### src/rtl/s2p_pkg.sv
// Shared types and sizing helpers for the serial-to-parallel receiver.
package s2p_pkg;
  typedef enum logic {IDLE, RECV} state_t;

  localparam int S2P_WIDTH = 4;

  function automatic int cnt_bits(input int width);
    return $clog2(width);
  endfunction
endpackage

### src/rtl/s2p_out_buf.sv
// Output buffer for assembled words: one holding register, or a 2-entry FIFO
// when S2P_FIFO_EN is defined. Drops a push when full and no pop, pulsing overflow.
module s2p_out_buf import s2p_pkg::*; #(
  parameter int WIDTH = S2P_WIDTH
) (
  input  logic             clk,
  input  logic             rst,
  input  logic             push,
  input  logic [WIDTH-1:0] push_data,
  input  logic             ready,
  output logic [WIDTH-1:0] data,
  output logic             valid,
  output logic             overflow
);
`ifdef S2P_FIFO_EN
  // e0 is always the head, so data never needs a read-pointer mux
  logic [WIDTH-1:0] e0, e1;
  logic [1:0]       cnt;
  logic             pop;

  assign pop   = (cnt != 2'd0) && ready;
  assign valid = (cnt != 2'd0);
  assign data  = e0;

  always_ff @(posedge clk or posedge rst) begin
    if (rst) begin
      e0       <= '0;
      e1       <= '0;
      cnt      <= 2'd0;
      overflow <= 1'b0;
    end else begin
      overflow <= push && (cnt == 2'd2) && !pop;
      case ({push, pop})
        2'b11: begin
          if (cnt == 2'd2) begin
            e0 <= e1;
            e1 <= push_data;
          end else begin
            e0 <= push_data;
          end
        end
        2'b01: begin
          e0  <= e1;
          cnt <= cnt - 2'd1;
        end
        2'b10: begin
          if (cnt == 2'd0)      e0 <= push_data;
          else if (cnt == 2'd1) e1 <= push_data;
          if (cnt != 2'd2) cnt <= cnt + 2'd1;
        end
        default: ;
      endcase
    end
  end
`else
  logic pop;

  assign pop = valid && ready;

  always_ff @(posedge clk or posedge rst) begin
    if (rst) begin
      data     <= '0;
      valid    <= 1'b0;
      overflow <= 1'b0;
    end else begin
      overflow <= push && valid && !pop;
      if (push && (!valid || pop)) begin
        data  <= push_data;
        valid <= 1'b1;
      end else if (pop) begin
        valid <= 1'b0;
      end
    end
  end
`endif
endmodule

### src/rtl/serial_to_parallel_rx.sv
// LSB-first deserializer with framing-error detection; output buffering
// selected by S2P_FIFO_EN (2-entry FIFO) or single register when undefined.
module serial_to_parallel_rx import s2p_pkg::*; #(
  parameter int WIDTH = S2P_WIDTH
) (
  input  logic             clk,
  input  logic             rst,
  input  logic             serial_in,
  input  logic             bit_valid,
  output logic [WIDTH-1:0] parallel_out,
  output logic             out_valid,
  input  logic             out_ready,
  output logic             frame_err,
  output logic             overflow,
  output logic             busy
);
  localparam int CW = cnt_bits(WIDTH);

  state_t           state, state_n;
  logic [CW-1:0]    cnt, cnt_n;
  logic [WIDTH-1:0] sr, word;
  logic             push, fe_n;

  assign word = {serial_in, sr[WIDTH-1:1]};

  always_comb begin
    state_n = state;
    cnt_n   = cnt;
    push    = 1'b0;
    fe_n    = 1'b0;
    case (state)
      IDLE: begin
        if (bit_valid) begin
          state_n = RECV;
          cnt_n   = CW'(1);
        end
      end
      RECV: begin
        if (bit_valid) begin
          if (cnt == CW'(WIDTH - 1)) begin
            push    = 1'b1;
            cnt_n   = '0;
            state_n = IDLE;
          end else begin
            cnt_n = cnt + CW'(1);
          end
        end else begin
          // stream stalled mid-word: drop the partial word
          fe_n    = 1'b1;
          cnt_n   = '0;
          state_n = IDLE;
        end
      end
      default: state_n = IDLE;
    endcase
  end

  always_ff @(posedge clk or posedge rst) begin
    if (rst) begin
      state     <= IDLE;
      cnt       <= '0;
      sr        <= '0;
      frame_err <= 1'b0;
      busy      <= 1'b0;
    end else begin
      state     <= state_n;
      cnt       <= cnt_n;
      frame_err <= fe_n;
      busy      <= (state_n == RECV);
      if (bit_valid) sr <= word;
    end
  end

  s2p_out_buf #(.WIDTH(WIDTH)) u_buf (
    .clk       (clk),
    .rst       (rst),
    .push      (push),
    .push_data (word),
    .ready     (out_ready),
    .data      (parallel_out),
    .valid     (out_valid),
    .overflow  (overflow)
  );
endmodule
### config.mk
export PLATFORM = sky130hd
export DESIGN_NAME = serial_to_parallel_rx
export DESIGN_NICKNAME = d
export VERILOG_FILES = /design/src/rtl/s2p_pkg.sv /design/src/rtl/s2p_out_buf.sv /design/src/rtl/serial_to_parallel_rx.sv
export SDC_FILE = /design/constraint.sdc
export NUM_CORES = 1
export LEC_CHECK = 0
export ABC_AREA = 1
export CAP_MARGIN = 20
export CORE_AREA = 2 2 39 41
export DETAILED_ROUTE_END_ITERATION = 10
export DIE_AREA = 0 0 41 43
export GPL_ROUTABILITY_DRIVEN = 0
export PLACE_DENSITY = 0.69
export SETUP_SLACK_MARGIN = 0.2
export SKIP_LAST_GASP = 1
export SLEW_MARGIN = 40
export SYNTH_ARGS = -nofsm -noshare
export SYNTH_HDL_FRONTEND = slang
export SYNTH_SLANG_ARGS = --single-unit
### constraint.sdc
create_clock -name clk -period 1.3 [get_ports clk]
set_input_delay 0.26 -clock clk [delete_from_list [all_inputs] [get_ports clk]]
set_output_delay 0.26 -clock clk [all_outputs]
set_load 0.005 [all_outputs]
==> results of run 1 <==
==> cell families (layout without fill, tap and decap cells) <==
kind of cell	after synthesis	in the layout
compound gates	5	5
fa+ha+maj	1	1
buf+inv	6	32
flops	13	13
simple gates	27	27
==> metal layers <==
metal  share of wire  track usage
met4           0.039        0.140
met2            0.53        0.278
met5               0            0
met3           0.049       0.0471
met1            0.38        0.199
==> sequential cells by signal, indices dropped and copies added, names as in the netlist <==
| register | flops |
|---|---|
| u_buf.valid | 1 |
| u_buf.data | 4 |
| cnt | 2 |
| state | 1 |
| u_buf.overflow | 1 |
| sr | 3 |
| frame_err | 1 |
==> cell type report <==
cell class | instances | area, sq um
fill | 148 | 626
inverter | 6 | 26.3
clock buffer | 4 | 26.3
tap | 16 | 20.0
sequential | 13 | 325
multi-input combinational | 33 | 203
timing repair buffer | 22 | 158
==> report_power, final <==
part           switching [mW]  internal (mW)
Sequential             0.0433          0.477
Combinational           0.125          0.160
Clock                   0.120          0.119
==> timing repair <==
item,in CTS,in global routing
cloned,0,0
resized for setup,29,6
buffers inserted,6,1
setup endpoints to repair,12,10
pin swaps,2,2
==> per-stage QoR <==
stage                     utilization  area (sq um)  power, mW  setup slack (ns)  hold WS [ns]
after detailed placement        0.500           692      0.775            -0.105         0.469
final                           0.548           758       1.04             0.169         0.278
after global routing            0.548           758       1.13            0.0992         0.310
after floorplan                     -           529      0.616             0.230         0.137
after global placement          0.500           692      0.770           -0.0757         0.471
after CTS                       0.544           753       1.03             0.163         0.284
==> path summary, 6_finish.rpt <==
kind / slack (ns) / start / cells after the start / end
max: 0.17 / cnt[1] / 6 / u_buf.data[3]
min reg2reg: 0.49 / u_buf.data[2] / 2 / u_buf.data[2]
min: 0.28 / rst / 3 / frame_err
max reg2reg: 0.17 / cnt[1] / 6 / u_buf.data[3]
min in group clk: 0.37 / bit_valid / 3 / u_buf.overflow
max in group asynchronous: 0.87 / rst / 3 / u_buf.data[2]
==> worst max-delay path: stages, from the launching register on <==
cell and delay (ns):
dfrtp_1 0.41, ha_4 0.17, clkinvlp_4 0.10, nor2_4 0.15, nand2_4 0.09, nand2_1 0.06, nand2_1 0.05
==> cell usage after synthesis <==
master / instances
nor2_4: 1
a21oi_1: 1
inv_2: 1
nand2_4: 2
nor2_1: 1
inv_1: 4
nand2_2: 1
nor3_1: 1
ha_1: 1
dfrtp_1: 13
o21ai_1: 1
nand2_1: 15
clkinvlp_2: 1
nand3_1: 6
o21ai_0: 2
o31ai_1: 1
==> results.json, run 1 <==
{
  "status": "completed",
  "wl_per_cell_um": 12.1,
  "diodes": 0,
  "finalHoldViolations": 0,
  "final_cell_mix": "nand2_1, dfrtp_1, buf_4",
  "crit_path_end_kind": "register",
  "fmax_mhz": 884,
  "slew_violations": 0,
  "viasPerCell": 4.82,
  "synth-compound-area-share": 0.0525,
  "rows": 14,
  "rsz0062_at_grt": "yes",
  "numCtsBuffers": 3,
  "path_class": "register to register",
  "die_height_um": 43,
  "synth_top_family_by_area": "simple AND/OR/NAND/NOR gates",
  "synthMuxAreaShare": 0,
  "grt_usage": 0.181,
  "yosysWarnings": 0,
  "layout_min_cycle_time_ns": 1.13,
  "cts.clk_slew.worst_paths_ns": 0.07,
  "layout.nets": 85,
  "netlist_instances": 52,
  "drv_cap": 0,
  "hold_class": "primary input to asynchronous set/reset pin",
  "first_pass_iters": 4,
  "synth_top_area_frac": 0.621,
  "synthDistinctLibCells": 16,
  "timing.slew.headroom": 0.832,
  "dieArea_sq_mm": 0.00176,
  "dpl.hpwl_um": 773,
  "dp_cells": 83,
  "antenna_found_initial": 0,
  "die_x_um": 41,
  "numPortBuffers": 12,
  "synthTopCellsByArea": "dfrtp_1, nand2_1, nand3_1",
  "yosys.area_share.xor_xnor": 0,
  "cp.required_ns": 1.47,
  "clockRootBuffer": "clkbuf_4",
  "cts_sinks": 13,
  "drt-total-wl_um": 1140,
  "ctsHoldBuffers": 0,
  "antenna_left": 0,
  "area_delta_synth_final_pct": 44.6,
  "tns_ns": 0,
  "vdd_drop_max_v": 0.000615,
  "syn_area_per_cell_sq_um": 10.1,
  "synth_fp_nets": 58,
  "leakagePower_nw": 0.411,
  "ios": 13,
  "grt-ovfl-total": 0,
  "yosys.area_share.simple": 0.258,
  "first_iter_violations": 12,
  "drc": 0,
  "skew_ns": 0.00107,
  "clk_latency_ns": 0.27,
  "finalCritPeriodShare": 0.870,
  "synth_top_cell_by_area": "dfrtp_1",
  "cts_tree": "yes",
  "grt_first_pass_wirelength_um": 1970,
  "yosysSeqAreaShare": 0.621,
  "setup_viol": 0,
  "power.density_mw_per_mm2": 1380,
  "synthAdderAreaFrac": 0.0239,
  "ys_seq_elements": 13,
  "tightest_slew_ns": 0.252,
  "htreeDepth": 1,
  "layout-drive-gt1-share": 0.410,
  "syn_area_sq_um": 524,
  "final_cells": 94,
  "clk_path_buf_depth": 2,
  "initial_utilization": 0.379,
  "num_vias": 453,
  "crit_fanout": 5,
  "core_area_sq_mm": 0.00138,
  "cp.arrival_ns": 1.30,
  "grt_pass1_vias": 457,
  "grt_max_degree": 14,
  "cp-start-kind": "register"
}
(Power assumes the default switching activity.)
==> run 2, diff against run 1 <==
- ABC_AREA: 1 -> default
- PLACE_DENSITY: 0.69 -> 0.68
- clock period: 1.3 -> 1.18 ns (I/O delays scaled with it)
==> run 2 against run 1 <==
  * The run now ends with setup timing left
  * Die area unchanged
  * Final cell count shrank 15%
  * Sequential share of layout area down 0.42 points
  * First-iteration DRC count is 58% lower
  * Critical endpoint is now u_buf.data[2]
==> results.json, run 2 <==
{
  "ctsHoldBuffers": 0,
  "ys_seq_elements": 13,
  "layout-drive-gt1-share": 0.563,
  "finalCritPeriodShare": 1.09,
  "tns_ns": -0.401,
  "power.switching_mw": 0.333,
  "yosysSeqAreaShare": 0.640,
  "status": "finished with violations",
  "drv_cap": 0,
  "fmax_mhz": 780,
  "tightest_slew_ns": 0.173,
  "die_x_um": 41,
  "initial_utilization": 0.367,
  "setup_viol": 5,
  "crit_fanout": 4,
  "rsz0062_at_grt": "yes",
  "layout.nets": 71,
  "timing.slew.headroom": 0.885,
  "sw_frac_of_total": 0.266,
  "critPathMaxStageDelay_ns": 0.40,
  "grt_pass1_vias": 377,
  "dpl_cell_area_sq_um": 696,
  "seq_power_share": 0.482,
  "final_cell_mix": "dfrtp_1, buf_4, buf_2",
  "first_iter_violations": 5,
  "dpl.hpwl_um": 697,
  "critPathTopFamily": "flip-flops",
  "cts_sinks": 13,
  "antenna_left": 0,
  "cts_tree": "yes",
  "die_height_um": 43,
  "path_class": "register to register",
  "finalWorstSetupSlack_ns": -0.102,
  "numCtsBuffers": 3,
  "syn_area_per_cell_sq_um": 14.1,
  "skew_ns": 0.000947,
  "detailedPlace.worstSlack_ns": -0.315,
  "pwr-share-clk": 0.222,
  "p_int_mw": 0.920,
  "synth_fp_nets": 42,
  "dieArea_sq_mm": 0.00176,
  "rrSetupSlack_ns": -0.10,
  "finalHoldViolations": 0,
  "final_cells": 80,
  "violations": "setup timing",
  "cp.arrival_ns": 1.45,
  "grt-ovfl-total": 0,
  "final_common_cell": "dfrtp_1",
  "cp.required_ns": 1.35,
  "drt-total-wl_um": 1020,
  "top_regs": "u_buf.data: 4 flops, sr: 3 flops, cnt: 2 flops",
  "core_area_sq_mm": 0.00138,
  "largest_reg_flops": 4,
  "antenna_found_initial": 0,
  "clk_path_buf_depth": 2,
  "htreeDepth": 1,
  "grt_usage": 0.142,
  "netlist_instances": 36,
  "power.total_mw": 1.25,
  "worst_hold_slack_ns": 0.247,
  "yosysWarnings": 0,
  "crit_slowest_cell": "dfrtp_1",
  "num_vias": 378,
  "post-route-util": 0.553,
  "area_delta_synth_final_pct": 50.7,
  "first_pass_iters": 4,
  "clk_latency_ns": 0.28,
  "final_area_sq_um": 766,
  "wl_per_cell_um": 12.8,
  "cts.clk_slew.worst_paths_ns": 0.08,
  "layout_min_cycle_time_ns": 1.28,
  "viasPerCell": 4.73,
  "crit_path_end_kind": "register",
  "grt_first_pass_wirelength_um": 1570,
  "synth_top_area_frac": 0.640,
  "cp-start-kind": "register",
  "path_cells": "ha_4 > nand3_4 > nor2b_4 > mux2_2",
  "yosysMostFrequentCell": "dfrtp_1",
  "leakagePower_nw": 0.384,
  "drc": 0,
  "slew_violations": 0,
  "synthTopCellsByCount": "dfrtp_1, mux2_2, nand2_1",
  "clockRootBuffer": "clkbuf_4",
  "rows": 14,
  "async_reset_ff_frac": 1.00,
  "critPathBufInv": 0,
  "synth_top_cell_by_area": "dfrtp_1",
  "synth-main-ff-cell": "dfrtp_1",
  "pwr-share-comb": 0.295,
  "syn_area_sq_um": 508,
  "synthTopCellsByArea": "dfrtp_1, mux2_2, nor2b_4",
  "synth-edff-count": 0,
  "synthDistinctLibCells": 15,
  "diodes": 0,
  "top_register": "u_buf.data",
  "grt_max_degree": 14,
  "dp_cells": 70,
  "ios": 13,
  "hold_class": "primary input to asynchronous set/reset pin",
  "vdd_drop_max_v": 0.000806,
  "numPortBuffers": 12,
  "power.density_mw_per_mm2": 1640
}
-- run 2: layer usage --
metal  wire length, um  up-vias  GRT usage  part of all wire
met5                 0        -          0                 0
met4                26        0      0.100             0.025
met3                53        5     0.0471             0.052
met2               536       12      0.203              0.52
met1               407      185      0.169              0.40
li1                  -      176          -                 -
-- run 2: power groups by stage --
| stage | combinational [mW] | sequential [mW] | clock [mW] |
|---|---|---|---|
| 2_1_floorplan | 0.124 | 0.612 | 0 |
| 3_3_place_gp | 0.335 | 0.608 | 0 |
| 3_5_place_dp | 0.345 | 0.613 | 0 |
| 4_1_cts | 0.310 | 0.606 | 0.286 |
| 5_1_grt | 0.405 | 0.615 | 0.304 |
| 6_report | 0.370 | 0.604 | 0.279 |
-- run 2: final timing paths --
check	from	endpoint	depth (start not counted)
max in group asynchronous	rst	sr[3]	3
min reg2reg	u_buf.data[1]	u_buf.data[1]	1
min	rst	u_buf.valid	3
max reg2reg	cnt[1]	u_buf.data[2]	4
min in group clk	bit_valid	frame_err	3
max	cnt[1]	u_buf.data[2]	4
-- run 2: cells by family after synthesis --
family | count (synthesis) | share of synthesized area
buffers and inverters | 2 | 0.0222
adders and majority gates | 1 | 0.0246
DFF | 13 | 0.640
AOI/OAI and AO/OA | 3 | 0.0394
and+or+nand+nor | 10 | 0.118
muxes | 7 | 0.155
-- run 2: cell type report --
type / count / area (sq um)
inverter: 1 / 3.75
tap: 16 / 20.0
sequential: 13 / 325
multi-input combinational: 21 / 203
fill: 136 / 618
timing repair buffer: 25 / 188
clock buffer: 4 / 26.3
-- run 2: worst register-to-register path, cell delays in order, from the launching register on --
cell and delay, ns:
dfrtp_1 0.40, ha_4 0.17, nand3_4 0.07, nor2b_4 0.18
mux2_2 0.35
-- run 2: what timing repair did --
action / in CTS / in global routing
pin swaps: 2 / 1
endpoints found under the setup margin: 17 / 17
resized for setup: 37 / 5
endpoints found under the hold margin: 0 / 0
buffers inserted: 3 / 3
